## src/rtl/reg_file_sb_if.sv

```systemverilog
// Operand-read, writeback and issue signals between the decode stage and reg_file_sb.
// The master drives addresses, data and strobes; the slave returns operands and busy flags.
interface reg_file_sb_if #(
  parameter int WIDTH = 32,
  parameter int AW    = 5
);
  logic [WIDTH-1:0] wr;
  logic [AW-1:0]    wa;
  logic             wren;
  logic [AW-1:0]    ra1;
  logic [AW-1:0]    ra2;
  logic [WIDTH-1:0] rr1;
  logic [WIDTH-1:0] rr2;
  logic             iss_en;
  logic [AW-1:0]    iss_a;
  logic             busy1;
  logic             busy2;
  logic [AW:0]      nbusy;

  modport master (
    output wr, wa, wren, ra1, ra2, iss_en, iss_a,
    input  rr1, rr2, busy1, busy2, nbusy
  );

  modport slave (
    input  wr, wa, wren, ra1, ra2, iss_en, iss_a,
    output rr1, rr2, busy1, busy2, nbusy
  );
endinterface

```

## src/rtl/reg_file_sb.sv

```systemverilog
// Register file with two combinational read ports, one write port (active-low enable)
// and a per-register pending-write scoreboard with a population count of busy entries.
module reg_file_sb #(
  parameter int WIDTH   = 32,
  parameter int AW      = 5,
  parameter int BYPASS  = 1,
  parameter int ZERO_R0 = 1
) (
  input  logic          clk,
  input  logic          rstd,
  reg_file_sb_if.slave  bus
);
  localparam int DEPTH = 1 << AW;

  logic [WIDTH-1:0] rf_q [DEPTH];
  logic [DEPTH-1:0] busy_q;
  logic [DEPTH-1:0] busy_d;
  logic [AW:0]      nbusy_q;
  logic [AW:0]      nbusy_d;

  logic             wr_en_s;
  logic             iss_en_s;
  logic             byp_s;
  logic [WIDTH-1:0] rr1_s;
  logic [WIDTH-1:0] rr2_s;
  logic             busy1_s;
  logic             busy2_s;

  function automatic logic [AW:0] popcount(input logic [DEPTH-1:0] v);
    logic [AW:0] c;
    c = {(AW+1){1'b0}};
    for (int i = 0; i < DEPTH; i++) begin
      c = c + {{AW{1'b0}}, v[i]};
    end
    return c;
  endfunction

  function automatic logic is_zero_reg(input logic [AW-1:0] a);
    return (ZERO_R0 != 0) && (a == {AW{1'b0}});
  endfunction

  assign wr_en_s  = !bus.wren && !is_zero_reg(bus.wa);
  assign iss_en_s = bus.iss_en && !is_zero_reg(bus.iss_a);
  // Forwarding is suppressed while reset is held so the read ports show zero.
  assign byp_s    = (BYPASS != 0) && !bus.wren && rstd;

  // Next busy vector: writeback clears, issue sets; issue wins on a shared address.
  always_comb begin
    busy_d = busy_q;
    if (wr_en_s) begin
      busy_d[bus.wa] = 1'b0;
    end else begin
      busy_d = busy_d;
    end
    if (iss_en_s) begin
      busy_d[bus.iss_a] = 1'b1;
    end else begin
      busy_d = busy_d;
    end
    nbusy_d = popcount(busy_d);
  end

  // Register array, busy bits and busy count.
  always_ff @(posedge clk or negedge rstd) begin
    if (!rstd) begin
      for (int i = 0; i < DEPTH; i++) begin
        rf_q[i] <= {WIDTH{1'b0}};
      end
      busy_q  <= {DEPTH{1'b0}};
      nbusy_q <= {(AW+1){1'b0}};
    end else begin
      if (wr_en_s) begin
        rf_q[bus.wa] <= bus.wr;
      end
      busy_q  <= busy_d;
      nbusy_q <= nbusy_d;
    end
  end

  // Read port 1: zero register, then same-cycle forward, then stored state.
  always_comb begin
    rr1_s   = rf_q[bus.ra1];
    busy1_s = busy_q[bus.ra1];
    if (is_zero_reg(bus.ra1)) begin
      rr1_s   = {WIDTH{1'b0}};
      busy1_s = 1'b0;
    end else if (byp_s && (bus.wa == bus.ra1)) begin
      rr1_s   = bus.wr;
      busy1_s = 1'b0;
    end else begin
      rr1_s   = rf_q[bus.ra1];
      busy1_s = busy_q[bus.ra1];
    end
  end

  // Read port 2: same priority as port 1.
  always_comb begin
    rr2_s   = rf_q[bus.ra2];
    busy2_s = busy_q[bus.ra2];
    if (is_zero_reg(bus.ra2)) begin
      rr2_s   = {WIDTH{1'b0}};
      busy2_s = 1'b0;
    end else if (byp_s && (bus.wa == bus.ra2)) begin
      rr2_s   = bus.wr;
      busy2_s = 1'b0;
    end else begin
      rr2_s   = rf_q[bus.ra2];
      busy2_s = busy_q[bus.ra2];
    end
  end

  assign bus.rr1   = rr1_s;
  assign bus.rr2   = rr2_s;
  assign bus.busy1 = busy1_s;
  assign bus.busy2 = busy2_s;
  assign bus.nbusy = nbusy_q;
endmodule

```

## src/flat_wrapper.sv

```systemverilog
// flat-port wrapper written by rule: the top's interface ports become plain ports
module reg_file_sb_flat 
#(
  parameter int WIDTH   = 32,
  parameter int AW      = 5,
  parameter int BYPASS  = 1,
  parameter int ZERO_R0 = 1
)
  (clk, rstd, bus_wr, bus_wa, bus_wren, bus_ra1, bus_ra2, bus_iss_en, bus_iss_a, bus_rr1, bus_rr2, bus_busy1, bus_busy2, bus_nbusy);
  reg_file_sb_if #(.WIDTH(WIDTH), .AW(AW)) bus_i ();
  input  logic clk;
  input  logic rstd;
  input wire logic [$bits(bus_i.wr)-1:0] bus_wr;
  input wire logic [$bits(bus_i.wa)-1:0] bus_wa;
  input wire logic [$bits(bus_i.wren)-1:0] bus_wren;
  input wire logic [$bits(bus_i.ra1)-1:0] bus_ra1;
  input wire logic [$bits(bus_i.ra2)-1:0] bus_ra2;
  input wire logic [$bits(bus_i.iss_en)-1:0] bus_iss_en;
  input wire logic [$bits(bus_i.iss_a)-1:0] bus_iss_a;
  output wire logic [$bits(bus_i.rr1)-1:0] bus_rr1;
  output wire logic [$bits(bus_i.rr2)-1:0] bus_rr2;
  output wire logic [$bits(bus_i.busy1)-1:0] bus_busy1;
  output wire logic [$bits(bus_i.busy2)-1:0] bus_busy2;
  output wire logic [$bits(bus_i.nbusy)-1:0] bus_nbusy;
  assign bus_i.wr = bus_wr;
  assign bus_i.wa = bus_wa;
  assign bus_i.wren = bus_wren;
  assign bus_i.ra1 = bus_ra1;
  assign bus_i.ra2 = bus_ra2;
  assign bus_i.iss_en = bus_iss_en;
  assign bus_i.iss_a = bus_iss_a;
  assign bus_rr1 = bus_i.rr1;
  assign bus_rr2 = bus_i.rr2;
  assign bus_busy1 = bus_i.busy1;
  assign bus_busy2 = bus_i.busy2;
  assign bus_nbusy = bus_i.nbusy;
  reg_file_sb #(.WIDTH(WIDTH), .AW(AW), .BYPASS(BYPASS), .ZERO_R0(ZERO_R0)) u_core (.clk(clk), .rstd(rstd), .bus(bus_i));
endmodule
```

## config.mk

```make
export PLATFORM = sky130hd
export DESIGN_NAME = reg_file_sb_flat
export DESIGN_NICKNAME = d
export VERILOG_FILES = /design/src/rtl/reg_file_sb_if.sv /design/src/rtl/reg_file_sb.sv /design/src/flat_wrapper.sv
export SDC_FILE = /design/constraint.sdc
export NUM_CORES = 2
export LEC_CHECK = 0
export BUFFER_PORTS_ARGS = -buffer_cell sky130_fd_sc_hd__buf_2
export CAP_MARGIN = 10
export CELL_PAD_IN_SITES_DETAIL_PLACEMENT = 0
export CELL_PAD_IN_SITES_GLOBAL_PLACEMENT = 1
export CORE_UTILIZATION = 54
export CTS_CLUSTER_DIAMETER = 60
export DETAILED_ROUTE_END_ITERATION = 8
export PLACE_DENSITY = 0.8
export SLEW_MARGIN = 20
export SYNTH_ARGS = -nofsm -noshare
export SYNTH_HDL_FRONTEND = slang
export SYNTH_SLANG_ARGS = --single-unit
```

## constraint.sdc

```tcl
create_clock -name clk -period 7.05 [get_ports clk]
set_input_delay 0.705 -clock clk [delete_from_list [all_inputs] [get_ports clk]]
set_output_delay 0.705 -clock clk [all_outputs]
set_load 0.005 [all_outputs]
```

=== Word level (Yosys, flattened, before mapping) ===
Index checks and enable logic that the tools add are counted.

* Add/sub/neg operators: 31
* Order comparisons: 10
* Eq/ne operators: 2
* Muxes and demuxes: 27
* Bitwise logic cells: 6
* Reduce and logical (&&, ||, !) cells: 15

{| class="wikitable"
|+ Operators with widths
! cell !! number
|-
| $bwmux W1024 || 1
|-
| $mux W32 || 11
|-
| $bmux W32 S5 || 2
|-
| $add A6 B1 Y6 || 30
|-
| $demux W32 S5 || 1
|-
| $and A32 B32 Y32 || 1
|-
| $not A32 Y32 || 1
|-
| $or A32 B32 Y32 || 1
|-
| $lt A5 B6 Y1 const B || 4
|-
| $logic_not A5 Y1 || 4
|-
| $ge A6 B6 Y1 const B || 3
|-
| $not A5 Y6 || 3
|-
| $bmux W1 S5 || 2
|-
| $demux W1 S5 || 2
|-
| $eq A5 B5 Y1 || 2
|-
| $ge A5 B1 Y1 const B || 2
|-
| $logic_and A1 B1 Y1 || 8
|-
| $mux W1 || 8
|-
| $lt A6 B1 Y1 const B || 1
|-
| $logic_not A1 Y1 || 3
|-
| $add A1 B1 Y2 || 1
|}

* Bits in registers: 1062
* Input port bits: 56
* Output and inout bits: 72
* Logic and storage cells: 125

=== Logic depth before layout (Yosys ltp) ===
* Depth after elaboration: 40
* Gate-level depth with buffers: 24
* Gate-level depth less buffers: 21

=== Worst setup path before layout ===
No wires, ideal clock.

* Kind: in2reg
* From: input port bus_wa[1]
* To: register u_core.nbusy_q[4], in the netlist u_core.bus.nbusy[4]
* Library setup time: 0.123 ns
* Arrival time: 6.262 ns
* Required time: 6.927 ns
* Slack: 0.666 ns
* Stages: 22
* Buffers on the path: 2
* Cells stage by stage: buf_2 nor3b_2 nand2_1 buf_1 nand2_1 o21ai_0 ha_1 fa_1 inv_1 fa_1 fa_1 inv_1 fa_1 inv_1 fa_1 fa_1 fa_1 fa_1 inv_1 a21o_1 a21oi_1 xnor2_1

* Cells in the longest elaborated chain, start to end: 40
* Elaborated cells on any way between the ends: 44
* Classes of those cells: 31 x add/sub; 2 x order compare; 4 x mux; 3 x bitwise; 4 x reduce/logical

{| class="wikitable"
|+ Ends and longest elaborated chain
! what !! RTL line !! text
|-
| start, declared || flat_wrapper.sv:14 || <nowiki>input wire logic [$bits(bus_i.wa)-1:0] bus_wa;</nowiki>
|-
| $lt A5 B6 Y1 (not written as such) / $ge A5 B1 Y1 (equally long branches) || reg_file_sb.sv:51 || <nowiki>busy_d[bus.wa] = 1'b0;</nowiki>
|-
| $logic_and A1 B1 Y1 (not written as such) || reg_file_sb.sv:51 ||
|-
| $mux W1 (not written as such) || reg_file_sb.sv:51 ||
|-
| $demux W1 S5 || n/a ||
|-
| $not A32 Y32 (no source line) || n/a ||
|-
| $and A32 B32 Y32 (no source line) || n/a ||
|-
| $mux W32 * || reg_file_sb.sv:50 || <nowiki>if (wr_en_s) begin</nowiki>
|-
| $or A32 B32 Y32 (no source line) || n/a ||
|-
| $mux W32 * || reg_file_sb.sv:55 || <nowiki>if (iss_en_s) begin</nowiki>
|-
| net u_core.busy_d[1] || reg_file_sb.sv:17 || <nowiki>logic [DEPTH-1:0] busy_d;</nowiki>
|-
| $add A1 B1 Y2 * || reg_file_sb.sv:33 || <nowiki>c = c + {{AW{1'b0}}, v[i]};</nowiki>
|-
| $add A6 B1 Y6 * (30 in series) || reg_file_sb.sv:33 ||
|-
| net u_core.nbusy_d[4] || reg_file_sb.sv:19 || <nowiki>logic [AW:0] nbusy_d;</nowiki>
|-
| end signal, assigned || reg_file_sb.sv:70 || <nowiki>nbusy_q <= {(AW+1){1'b0}};</nowiki>
|-
| end signal, assigned || reg_file_sb.sv:76 || <nowiki>nbusy_q <= nbusy_d;</nowiki>
|-
| end, declared || reg_file_sb.sv:18 || <nowiki>logic [AW:0] nbusy_q;</nowiki>
|}

Mark *: on every way through the listed nets, which the timed path passes. The rest lies on a longest branch.
A chain may end at the register's enable or synchronous reset.

=== Final worst setup path ===
* From: input port bus_wa[4]
* To: register u_core.nbusy_q[4], in the netlist u_core.bus.nbusy[4]

* Cells in the longest elaborated chain, start to end: 40
* Elaborated cells on any way between the ends: 44
* Classes of those cells: 31 x add/sub; 2 x order compare; 4 x mux; 3 x bitwise; 4 x reduce/logical

{| class="wikitable"
|+ Ends and longest elaborated chain
! what !! RTL line
|-
| $lt A5 B6 Y1 (not written as such) / $ge A5 B1 Y1 (equally long branches) || reg_file_sb.sv:51
|-
| $logic_and A1 B1 Y1 (not written as such) || reg_file_sb.sv:51
|-
| $mux W1 (not written as such) || reg_file_sb.sv:51
|-
| $demux W1 S5 || n/a
|-
| $not A32 Y32 (no source line) || n/a
|-
| $and A32 B32 Y32 (no source line) || n/a
|-
| $mux W32 * || reg_file_sb.sv:50
|-
| $or A32 B32 Y32 (no source line) || n/a
|-
| $mux W32 * || reg_file_sb.sv:55
|-
| $add A1 B1 Y2 || reg_file_sb.sv:33
|-
| $add A6 B1 Y6 (29 in series) || reg_file_sb.sv:33
|-
| $add A6 B1 Y6 * || reg_file_sb.sv:33
|-
| net u_core.nbusy_d[4] || reg_file_sb.sv:19
|}

Marks and branches as above.

==> metrics.yaml <==
post_cts_buffers: 0
cp_max_fo: 12
syn_to_final_growth_pct: 9.55
tightestPinTransition_ns: 1.09
peakVddDrop_v: 0.000578
vias_per_cell: 7.06
slowest_delay_ns: 0.55
postSynthAreaPerCell_um2: 14.4
finalHoldViolations: 0
slew_headroom_pct: 27.2
ys_seq_area_share_pct: 46.1
insertion_delay_ns: 0.70
layout.nets: 3995
initial_utilization_pct: 54.7
layout-drive-gt1-share_pct: 46.9
antenna_found_initial: 8
pwr_density_cell_mw_per_mm2: 315
final_area_mm2: 0.0632
synth_edf_count: 0
path_cells: "buf_2 -> nor3_1 -> buf_4 -> nor4_2 -> buf_4 -> nand2_2 -> a22oi_1 -> fa_1 -> fa_1 -> inv_1 -> fa_1 -> fa_1 -> inv_1 -> fa_1 -> fa_1 -> fa_1 -> fa_1 -> inv_1 -> a21o_1 -> a21oi_1 -> xnor2_1"
whs_endpoint: "u_core.rf_q[1018]"
min_period_ns: 5.76
die_area_mm2: 0.108
start_kind: "primary input"
cts_tree: "built"
root_buffer: "clkbuf_16"
nFillCells: 8109
ios: 128
total_power_w: 0.0199
grt_pass1_wl_um: 267000
hold_start: "u_core.rf_q[1018]"
core_area_mm2: 0.106
vias: 38100
layout_setup_ws_ns: 1.29
yosys.area.top_type: "dfrtp_1"
grt_max_degree: 193
totalWireLength_um: 180000
drc: 4
r2r-start: "u_core.busy_q[1]"
synthesis.nets: 4101
synth_ff_type: "dfrtp_1"
status: "complete, but fails checks"
ys_seq_elements: 1062
clkTransAtPathRegs_ns: 0.06
placed_area_mm2: 0.0592
multi_input_area_mm2: 0.0291
maxCapViolCount: 0
grt_pass1_vias: 38800
yosys_warnings: 0
regArea_mm2: 0.0266
p_leak_nw: 28.0
grt-ovfl-total: 0
clock_sinks: 1062
wire_per_inst_um: 33.4
cp_data_arrival_time_ns: 6.34
r2r_cells: 18
first_iter_violations: 4181
rows: 119
reg2reg_to: "u_core.bus.nbusy[4]"
synth_cell_types: 58
io_buffers: 127
rsz0062_at_grt: "false"
fin_crit_sh_pct: 81.7
dpl.hpwl_um: 99100
cts_resized: 0
clock-skew-final_ns: 0.00672
hold_path_depth: 0
cp_common_cell: "fa_1"
required_ns: 7.63
failed_checks: "design-rule violations"
async_flop_share_pct: 100
gp_congestion: 0.862
hold_path.class: "flip-flop to flip-flop"
slew_violations: 0
post-place-ws_ns: 0.576
setup_viol: 0
drt_pass1_iterations: 7
critPathKind: "primary input to flip-flop"
slowest_stage: "fa_1"
grt_usage_pct: 33.8
htree_levels: 3
syn_inst: 4013
fmax_ghz: 0.174
cp-end-kind: "flip-flop"
setup_tns_ns: 0
ant_nets: 0
r2r_slack_ns: 1.73
die_y_um: 329
cts_buffer_depth: 3
ys_top_cells_by_area: "dfrtp_1 46%, mux2_2 19%, mux4_2 16%"
synth_area_mm2: 0.0577
die_x_um: 329
synth_top_area_share_pct: 46.1
cts_buffers: 118
==> metrics by stage <==
step,cells,hold WS [ns],util (%)
global route,5398,0.406,59.9
floorplan,4013,0.409,-
CTS,5395,0.395,59.8
detailed placement,5176,0.382,56.1
global placement,5176,0.376,56.1
finish,5398,0.394,59.9
==> layout by cell type (no fill, tap or decap), types with 21 or more instances in the layout <==
cell type,count
a21oi_1,77
mux2_2,984
clkinv_2,29
fa_1,24
dfrtp_1,1062
clkbuf_8,25
a221oi_1,50
a32o_1,30
o221ai_1,24
nand3_1,24
a221o_1,29
o21ai_0,26
clkbuf_16,120
inv_1,48
buf_4,86
nor2b_1,29
nor3_1,21
a211oi_1,54
buf_2,118
o22ai_1,37
nand2_1,55
a22oi_1,96
mux2i_1,276
mux4_2,416
clkbuf_1,23
==> layer usage <==
metal / vias up / share of wire (%) / GRT usage [%]
li1: 15300 / - / -
met1: 20600 / 40 / 46.2
met2: 1793 / 47 / 52.6
met3: 444 / 8.4 / 7.15
met4: 6 / 4.5 / 14.4
met5: - / 0.020 / 0
==> worst max path at each step <==
| stage | from | end | slack, ns |
|---|---|---|---|
| floorplan | bus_wa[1] | u_core.bus.nbusy[4] | 0.67 |
| global placement | bus_wa[4] | u_core.bus.nbusy[4] | 0.67 |
| detailed placement | bus_wa[3] | u_core.bus.nbusy[4] | 0.58 |
| CTS | bus_wa[3] | u_core.bus.nbusy[4] | 1.32 |
| global route | bus_wa[3] | u_core.bus.nbusy[4] | 1.0 |
| finish | bus_wa[4] | u_core.bus.nbusy[4] | 1.29 |
==> critical path, delay by kind of cell <==
family	cells	cell delay, ns
buffers and inverters	6	0.86
AOI/OAI and AO/OA	3	0.44
and+or+nand+nor	3	0.33
adders and majority gates	8	3.87
xor gates and xnor gates	1	0.12
==> power by group <==
| group | switching [W] | internal [W] |
|---|---|---|
| Clock | 0.00260 | 0.00369 |
| Sequential | 0.000852 | 0.00732 |
| Combinational | 0.00248 | 0.00298 |
| Total | 0.00593 | 0.0140 |
==> Yosys cell counts (all sizes together), types with 29 or more instances <==
| library cell | count |
|---|---|
| a211oi | 54 |
| a21oi | 77 |
| a221o | 29 |
| a221oi | 51 |
| a22oi | 96 |
| a32o | 30 |
| buf | 234 |
| clkbuf | 216 |
| dfrtp | 1062 |
| inv | 49 |
| mux2 | 995 |
| mux2i | 276 |
| mux4 | 416 |
| nand2 | 76 |
| nor2 | 30 |
| nor2b | 35 |
| o21ai | 30 |
| o22ai | 37 |
==> kinds of logic after synthesis <==
family                   Yosys count  synth area share (%)
buffers and inverters            499                  3.95
AO/OA/AOI/OAI                    487                  6.27
multiplexers                    1687                  40.4
flip-flops                      1062                  46.1
AND/OR/NAND/NOR                  233                  2.07
adder cells (fa/ha/maj)           32                  1.01
XOR/XNOR                          13                 0.197
==> registers in the layout, indices dropped and copies added (netlist names) <==
| register | cells |
|---|---|
| u_core.rf_q | 1024 |
| u_core.busy_q | 32 |
| u_core.bus.nbusy | 6 |
==> timing repair <==
action	CTS	global route
endpoints found under the setup margin	0	0
endpoints found under the hold margin	54	0
hold buffers	1	0
==> layout make-up <==
class,instances,share of cell area (%)
multi-input cells,2452,46.1
flip-flops and latches,1062,42.0
clock inverters,51,0.859
diodes,2,0.00792
repair buffers,224,2.52
well taps,1391,2.75
inverters,49,0.291
clock buffers,167,5.41
(Power assumes the default switching activity.)
